**src/rtl/pe_packetizer_pkg.sv**
```systemverilog
// Shared definitions for the PE packetizer: FSM state encoding,
// header field offsets and the location of the header parity bit.
package pe_packetizer_pkg;

   localparam logic [1:0] ST_IDLE    = 2'd0;
   localparam logic [1:0] ST_COLLECT = 2'd1;
   localparam logic [1:0] ST_HEADER  = 2'd2;
   localparam logic [1:0] ST_PAYLOAD = 2'd3;

   typedef enum logic [1:0] {
      IDLE    = ST_IDLE,
      COLLECT = ST_COLLECT,
      HEADER  = ST_HEADER,
      PAYLOAD = ST_PAYLOAD
   } pkt_state_e;

   localparam int DEST_LSB  = 0;
   localparam int LEN_LSB   = 8;
   localparam int LEN_WIDTH = 8;
   localparam int SRC_LSB   = 16;
   localparam int SRC_WIDTH = 8;

   // The parity bit is always the top bit of the flit.
   function automatic int parity_bit_idx(input int data_width);
      return data_width - 1;
   endfunction

endpackage

```
**src/rtl/pe_packetizer_if.sv**
```systemverilog
// Handshake bundle between a PE and the packetizer, plus the packetizer's
// NoC-facing port. Signal names keep the i_/o_ prefixes as seen from the
// packetizer, so "slave" is the packetizer and "master" its environment.
interface pe_packetizer_if #(
   parameter int DataWidth = 32,
   parameter int AddrWidth = 2
);

   logic [DataWidth-1:0] i_pe_data;
   logic                 i_pe_data_valid;
   logic [AddrWidth-1:0] i_pe_dest;
   logic                 i_pe_last;
   logic                 o_pe_data_ready;
   logic [DataWidth-1:0] o_noc_data;
   logic                 o_noc_data_valid;
   logic                 i_noc_data_ready;

   modport slave (
      input  i_pe_data,
      input  i_pe_data_valid,
      input  i_pe_dest,
      input  i_pe_last,
      output o_pe_data_ready,
      output o_noc_data,
      output o_noc_data_valid,
      input  i_noc_data_ready
   );

   modport master (
      output i_pe_data,
      output i_pe_data_valid,
      output i_pe_dest,
      output i_pe_last,
      input  o_pe_data_ready,
      input  o_noc_data,
      input  o_noc_data_valid,
      output i_noc_data_ready
   );

endinterface

```
**src/rtl/pe_packetizer_pkt_fifo.sv**
```systemverilog
// Payload buffer for one packet: synchronous write, pointer-advancing read
// with the head entry always visible on o_rd_data. Depth must be a power of
// two (at least 2); an extra pointer bit separates full from empty.
module pkt_fifo #(
   parameter int DataWidth = 32,
   parameter int Depth     = 16
) (
   input  logic                 i_clk,
   input  logic                 i_reset,
   input  logic                 i_wr_en,
   input  logic [DataWidth-1:0] i_wr_data,
   input  logic                 i_rd_en,
   output logic [DataWidth-1:0] o_rd_data,
   output logic                 o_full,
   output logic                 o_empty
);

   localparam int PtrW = $clog2(Depth);
   localparam logic [PtrW:0] PtrOne = 1;

   logic [DataWidth-1:0] mem_q [Depth];
   logic [PtrW:0]        wr_ptr_q, wr_ptr_d;
   logic [PtrW:0]        rd_ptr_q, rd_ptr_d;
   logic                 do_wr, do_rd;

   assign o_full    = (wr_ptr_q[PtrW] != rd_ptr_q[PtrW]) &&
                      (wr_ptr_q[PtrW-1:0] == rd_ptr_q[PtrW-1:0]);
   assign o_empty   = (wr_ptr_q == rd_ptr_q);
   assign do_wr     = i_wr_en && !o_full;
   assign do_rd     = i_rd_en && !o_empty;
   assign o_rd_data = mem_q[rd_ptr_q[PtrW-1:0]];

   // Advance each pointer only on a legal write/read.
   always_comb begin
      wr_ptr_d = wr_ptr_q;
      rd_ptr_d = rd_ptr_q;
      if (do_wr) wr_ptr_d = wr_ptr_q + PtrOne;
      if (do_rd) rd_ptr_d = rd_ptr_q + PtrOne;
   end

   // Pointer registers; reset empties the buffer and drops any partial packet.
   always_ff @(posedge i_clk) begin
      if (i_reset) begin
         wr_ptr_q <= '0;
         rd_ptr_q <= '0;
      end else begin
         wr_ptr_q <= wr_ptr_d;
         rd_ptr_q <= rd_ptr_d;
      end
   end

   // Storage array; contents are don't-care until written, so no reset.
   always_ff @(posedge i_clk) begin
      if (do_wr) mem_q[wr_ptr_q[PtrW-1:0]] <= i_wr_data;
   end

endmodule

```
**src/rtl/pe_packetizer.sv**
```systemverilog
// Store-and-forward packetizer: collects a PE packet into a buffer, then
// emits a header flit followed by the buffered payload on the NoC port.
// Header: dest in the low bits, flit count at [15:8], source id at [23:16].
// Optional build macro PKT_PARITY_EN puts even parity over the whole header
// flit into its top bit; without it that bit is 0.
module pe_packetizer
   import pe_packetizer_pkg::*;
#(
   parameter int         DataWidth = 32,
   parameter int         AddrWidth = 2,
   parameter int         Depth     = 16,
   parameter logic [7:0] SrcId     = 8'd0
) (
   input logic             i_clk,
   input logic             i_reset,
   pe_packetizer_if.slave  bus
);

   localparam logic [7:0] DepthCount = 8'(Depth);

   pkt_state_e           state_q, state_d;
   logic [7:0]           count_q, count_d;
   logic [AddrWidth-1:0] dest_q, dest_d;
   logic [DataWidth-1:0] noc_data_q, noc_data_d;
   logic                 noc_valid_q, noc_valid_d;

   logic                 fifo_wr, fifo_rd;
   logic [DataWidth-1:0] fifo_rd_data;
   logic                 fifo_full, fifo_empty;
   logic                 pe_ready, pe_fire, noc_fire;

   function automatic logic [DataWidth-1:0] build_header(
      input logic [AddrWidth-1:0] dest,
      input logic [7:0]           len
   );
      logic [DataWidth-1:0] hdr;
      hdr = '0;
      hdr[DEST_LSB +: AddrWidth] = dest;
      hdr[LEN_LSB +: LEN_WIDTH]  = len;
      hdr[SRC_LSB +: SRC_WIDTH]  = SrcId;
`ifdef PKT_PARITY_EN
      hdr[parity_bit_idx(DataWidth)] = ^hdr[DataWidth-2:0];
`else
      hdr[parity_bit_idx(DataWidth)] = 1'b0;
`endif
      return hdr;
   endfunction

   // The buffer never fills while collecting (a full packet is force-closed),
   // so the full term only guards against accepting into a full buffer.
   assign pe_ready = ((state_q == IDLE) || (state_q == COLLECT)) && !fifo_full;
   assign pe_fire  = bus.i_pe_data_valid && pe_ready;
   assign noc_fire = noc_valid_q && bus.i_noc_data_ready;

   assign bus.o_pe_data_ready  = pe_ready;
   assign bus.o_noc_data       = noc_data_q;
   assign bus.o_noc_data_valid = noc_valid_q;

   pkt_fifo #(
      .DataWidth (DataWidth),
      .Depth     (Depth)
   ) u_fifo (
      .i_clk     (i_clk),
      .i_reset   (i_reset),
      .i_wr_en   (fifo_wr),
      .i_wr_data (bus.i_pe_data),
      .i_rd_en   (fifo_rd),
      .o_rd_data (fifo_rd_data),
      .o_full    (fifo_full),
      .o_empty   (fifo_empty)
   );

   // Next-state logic; the output register is loaded one flit ahead so the
   // header and each payload flit appear without bubbles while ready is high.
   always_comb begin
      state_d     = state_q;
      count_d     = count_q;
      dest_d      = dest_q;
      noc_data_d  = noc_data_q;
      noc_valid_d = noc_valid_q;
      fifo_wr     = 1'b0;
      fifo_rd     = 1'b0;
      case (state_q)
         IDLE, COLLECT: begin
            if (pe_fire) begin
               fifo_wr = 1'b1;
               if (state_q == IDLE) begin
                  count_d = 8'd1;
                  dest_d  = bus.i_pe_dest;
               end else begin
                  count_d = count_q + 8'd1;
               end
               if (bus.i_pe_last || (count_d == DepthCount)) begin
                  state_d     = HEADER;
                  noc_valid_d = 1'b1;
                  noc_data_d  = build_header(dest_d, count_d);
               end else begin
                  state_d = COLLECT;
               end
            end
         end
         HEADER: begin
            if (noc_fire) begin
               state_d    = PAYLOAD;
               noc_data_d = fifo_rd_data;
               fifo_rd    = 1'b1;
            end
         end
         PAYLOAD: begin
            if (noc_fire) begin
               if (fifo_empty) begin
                  state_d     = IDLE;
                  count_d     = 8'd0;
                  noc_valid_d = 1'b0;
                  noc_data_d  = '0;
               end else begin
                  noc_data_d = fifo_rd_data;
                  fifo_rd    = 1'b1;
               end
            end
         end
         default: begin
            state_d = IDLE;
         end
      endcase
   end

   // State and output registers with synchronous reset.
   always_ff @(posedge i_clk) begin
      if (i_reset) begin
         state_q     <= IDLE;
         count_q     <= '0;
         dest_q      <= '0;
         noc_data_q  <= '0;
         noc_valid_q <= 1'b0;
      end else begin
         state_q     <= state_d;
         count_q     <= count_d;
         dest_q      <= dest_d;
         noc_data_q  <= noc_data_d;
         noc_valid_q <= noc_valid_d;
      end
   end

endmodule
```
**src/flat_wrapper.sv**
```systemverilog
// flat-port wrapper written by rule: the top's interface ports become plain ports
module pe_packetizer_flat import pe_packetizer_pkg::*;
#(
   parameter int         DataWidth = 32,
   parameter int         AddrWidth = 2,
   parameter int         Depth     = 16,
   parameter logic [7:0] SrcId     = 8'd0
)
  (i_clk, i_reset, bus_i_pe_data, bus_i_pe_data_valid, bus_i_pe_dest, bus_i_pe_last, bus_o_pe_data_ready, bus_o_noc_data, bus_o_noc_data_valid, bus_i_noc_data_ready);
  pe_packetizer_if #(.DataWidth(DataWidth), .AddrWidth(AddrWidth)) bus_i ();
  input logic i_clk;
  input logic i_reset;
  input wire logic [$bits(bus_i.i_pe_data)-1:0] bus_i_pe_data;
  input wire logic [$bits(bus_i.i_pe_data_valid)-1:0] bus_i_pe_data_valid;
  input wire logic [$bits(bus_i.i_pe_dest)-1:0] bus_i_pe_dest;
  input wire logic [$bits(bus_i.i_pe_last)-1:0] bus_i_pe_last;
  output wire logic [$bits(bus_i.o_pe_data_ready)-1:0] bus_o_pe_data_ready;
  output wire logic [$bits(bus_i.o_noc_data)-1:0] bus_o_noc_data;
  output wire logic [$bits(bus_i.o_noc_data_valid)-1:0] bus_o_noc_data_valid;
  input wire logic [$bits(bus_i.i_noc_data_ready)-1:0] bus_i_noc_data_ready;
  assign bus_i.i_pe_data = bus_i_pe_data;
  assign bus_i.i_pe_data_valid = bus_i_pe_data_valid;
  assign bus_i.i_pe_dest = bus_i_pe_dest;
  assign bus_i.i_pe_last = bus_i_pe_last;
  assign bus_o_pe_data_ready = bus_i.o_pe_data_ready;
  assign bus_o_noc_data = bus_i.o_noc_data;
  assign bus_o_noc_data_valid = bus_i.o_noc_data_valid;
  assign bus_i.i_noc_data_ready = bus_i_noc_data_ready;
  pe_packetizer #(.DataWidth(DataWidth), .AddrWidth(AddrWidth), .Depth(Depth), .SrcId(SrcId)) u_core (.i_clk(i_clk), .i_reset(i_reset), .bus(bus_i));
endmodule
```
**config.mk**
```make
export PLATFORM = sky130hd
export DESIGN_NAME = pe_packetizer_flat
export DESIGN_NICKNAME = d
export VERILOG_FILES = /design/src/rtl/pe_packetizer_pkg.sv /design/src/rtl/pe_packetizer_if.sv /design/src/rtl/pe_packetizer_pkt_fifo.sv /design/src/rtl/pe_packetizer.sv /design/src/flat_wrapper.sv
export SDC_FILE = /design/constraint.sdc
export NUM_CORES = 1
export LEC_CHECK = 0
export ABC_CLOCK_PERIOD_IN_PS = 4200
export CAP_MARGIN = 20
export CORE_ASPECT_RATIO = 0.8
export CORE_UTILIZATION = 30
export CTS_CLUSTER_DIAMETER = 40
export DETAILED_ROUTE_END_ITERATION = 6
export PLACE_DENSITY_LB_ADDON = 0.3
export RECOVER_POWER = 25
export SYNTH_ARGS = -nofsm -noshare
export SYNTH_HDL_FRONTEND = slang
export SYNTH_SLANG_ARGS = --single-unit
```
**constraint.sdc**
```tcl
create_clock -name i_clk -period 4.2 [get_ports i_clk]
set_clock_uncertainty 0.05 [all_clocks]
set_input_delay 0.63 -clock i_clk [delete_from_list [all_inputs] [get_ports i_clk]]
set_output_delay 0.63 -clock i_clk [all_outputs]
set_load 0.01 [all_outputs]
```
==> impl_metrics.json <==
{
  "ant_nets": 0,
  "layout_min_cycle_time_ns": 3.11,
  "cts_resized": 0,
  "netlist_area_um2": 22100,
  "finalSetupViolations": 0,
  "synth_ff_type": "edfxtp_1",
  "cts-buffers-inserted": 82,
  "via_per_inst": 4.86,
  "crit_fanout": 10,
  "cts_tree": "built",
  "start_kind": "flop",
  "synth_xor_area_frac": 0.00832,
  "synth_enable_flop_cells": 512,
  "top_layer_used": "met4",
  "yosys.area_share.adder": 0.00385,
  "route.met2.wl_um": 23300,
  "final_hold_viol_count": 0,
  "yosysSeqAreaShare": 0.749,
  "cpPeakStageDelay_ns": 0.62,
  "yosysTopAreaCell": "edfxtp_1",
  "worstPathArrival_ns": 2.43,
  "rows": 88,
  "max_slew.worst_pin.slew_ns": 0.836,
  "synth_seq_cells": 571,
  "synthSimpleGateAreaFrac": 0.0288,
  "wl_met3_um": 2720,
  "ctsHtreeMaxLevel": 3,
  "overflow": 0,
  "grt_use_total": 0.136,
  "layout_commonest_cell": "edfxtp_1",
  "wl_met1_um": 23100,
  "grt_max_degree": 54,
  "die_y_um": 245,
  "muxShareOfSynthArea": 0.171,
  "post-cts-setup-buffers": 0,
  "clk_pin_slew_worst_paths_ns": 0.06,
  "grt_pass1_wl_um": 74800,
  "core_area_um2": 72400,
  "synth_area_leaders": "edfxtp_1, mux4_2, dfxtp_1, mux2i_1, nand2_1",
  "final.setup.tns_ns": 0,
  "gp_congestion": 0.775,
  "cts_root_buf": "clkbuf_16",
  "ctsHoldBuffers": 0,
  "fin_hold_ws_ns": 0.408,
  "yosys.area.top_type_share": 0.696,
  "final_cell_mix": "edfxtp_1, mux4_2, clkbuf_16",
  "required_ns": 3.52,
  "ios": 73,
  "drc_errors": 0,
  "layout-drive-gt1-share": 0.275,
  "dieArea_um2": 74800,
  "vdd_drop_max_mv": 0.283,
  "cp_slowest_cell": "dfxtp_1",
  "synth_compound_area_frac": 0.0240,
  "clock_sinks": 571,
  "rsz0062_at_grt": "no",
  "routed_wl_um": 50100,
  "finalCritPeriodShare": 0.741,
  "syn_inst": 1070,
  "fin_util": 0.371,
  "leakage_uw": 0.00838,
  "synth_top_family_by_area": "multiplexers",
  "fmax_mhz": 321,
  "critPathCaptureType": "output port",
  "cap_violations": 0,
  "synth_fp_nets": 1115,
  "clockBufferDepth": 3,
  "hold_class": "flop to flop",
  "ys_types": 46,
  "relSlewSlack": 0.443,
  "p_per_area_nw_per_um2": 500,
  "hpwl_um": 28900,
  "antenna_found_initial": 2,
  "port_buffers": 72,
  "drv_slew": 0,
  "area_delta_synth_final_pct": 21.8,
  "start_util": 0.305,
  "vias": 10800,
  "clock_latency_ns": 0.63,
  "die_w_um": 305,
  "final_nets": 1246,
  "async_reset_ff_frac": 0,
  "first_pass_iters": 5,
  "outcome": "finished clean",
  "ys_warn_count": 0,
  "rrSetupSlack_ns": 1.36,
  "grt_pass1_vias": 11300,
  "routedWlPerCell_um": 22.7,
  "fillers": 6605,
  "crit_type": "flop to output port",
  "dr.first_iter.drc_count": 798,
  "antenna_cells": 0,
  "cp_cell_sequence": "xnor2_1, and4_1, a21oi_1, clkdlybuf4s50_1",
  "avgSynthCellArea_um2": 20.7
}
layout make-up:
class	count	area (um2)	share of cell area
Sequential cell	571	16600	0.616
Multi-Input combinational cell	432	5330	0.198
Clock buffer	87	2070	0.0770
Tap cell	945	1180	0.0439
Timing Repair Buffer	106	1050	0.0391
Clock inverter	63	673	0.0250
Inverter	8	30.0	0.00112
flip-flops by register name, summed over array words and instances (netlist names), named ones only:
register,cells
u_core.u_fifo.wr_ptr_q,5
u_core.state_q,2
u_core.dest_q,2
u_core.bus.o_noc_data_valid,1
u_core.u_fifo.mem_q,512
u_core.bus.o_noc_data,32
u_core.count_q,8
u_core.u_fifo.rd_ptr_q,5
worst max-delay path: cells and delay by family (launching register included):
family	cells	cell delay (ns)
AOI/OAI and AO/OA	1	0.22
xor gates and xnor gates	1	0.14
buffers and inverters	1	0.57
DFF	1	0.62
and+or+nand+nor	1	0.27
cells by family after synthesis:
family / count (synthesis)
buf+inv: 67
simple gates: 140
mux: 189
xor+xnor: 21
compound gates: 75
flops: 571
fa+ha+maj: 7
through the flow:
stage	setup slack (ns)	instance area, um2	instances	total power, uW
finish	1.09	26900	2212	13500
global route	0.952	26900	2212	13900
CTS	1.03	26900	2212	13600
detailed placement	1.06	24200	2062	6840
global placement	1.07	24200	2062	6830
floorplan	0.0496	22100	1070	6610
power by group:
part           internal [uW]  switching, uW
Sequential              6260           29.7
Clock                   4060           2690
Combinational            160            260
Total                  10500           2980
worst paths after layout:
path | from | endpoint | depth (start not counted)
setup / recovery | u_core.u_fifo.wr_ptr_q[2]$_SDFFE_PP0P_ | bus_o_pe_data_ready | 4
hold / removal | u_core.bus.o_noc_data[31]$_SDFFE_PP0P_ | u_core.bus.o_noc_data[31]$_SDFFE_PP0P_ | 2
setup reg to reg | u_core.u_fifo.wr_ptr_q[2]$_SDFFE_PP0P_ | u_core.u_fifo.mem_q[7][3]$_DFFE_PP_ | 6
hold reg to reg | u_core.bus.o_noc_data[31]$_SDFFE_PP0P_ | u_core.bus.o_noc_data[31]$_SDFFE_PP0P_ | 2
layer usage:
metal  vias up  GRT usage
li1       4696          -
met1      5708      0.191
met2       268      0.212
met3        81     0.0327
met4         0     0.0358
met5         -          0
cells in the mapped netlist, types with 4 or more instances:
master and count:
a211oi_1 21, a21oi_1 18, a22oi_1 16, buf_2 20
clkbuf_1 33, dfxtp_1 59, edfxtp_1 512, ha_1 6
inv_1 7, mux2i_1 38, mux4_2 151, nand2_1 60
nand3_1 6, nand4_1 4, nor2_1 36, nor2b_1 11
nor3_1 9, o21ai_0 4, xnor2_1 12, xor2_1 9
No activity file was read; power rests on OpenSTA's default activity.
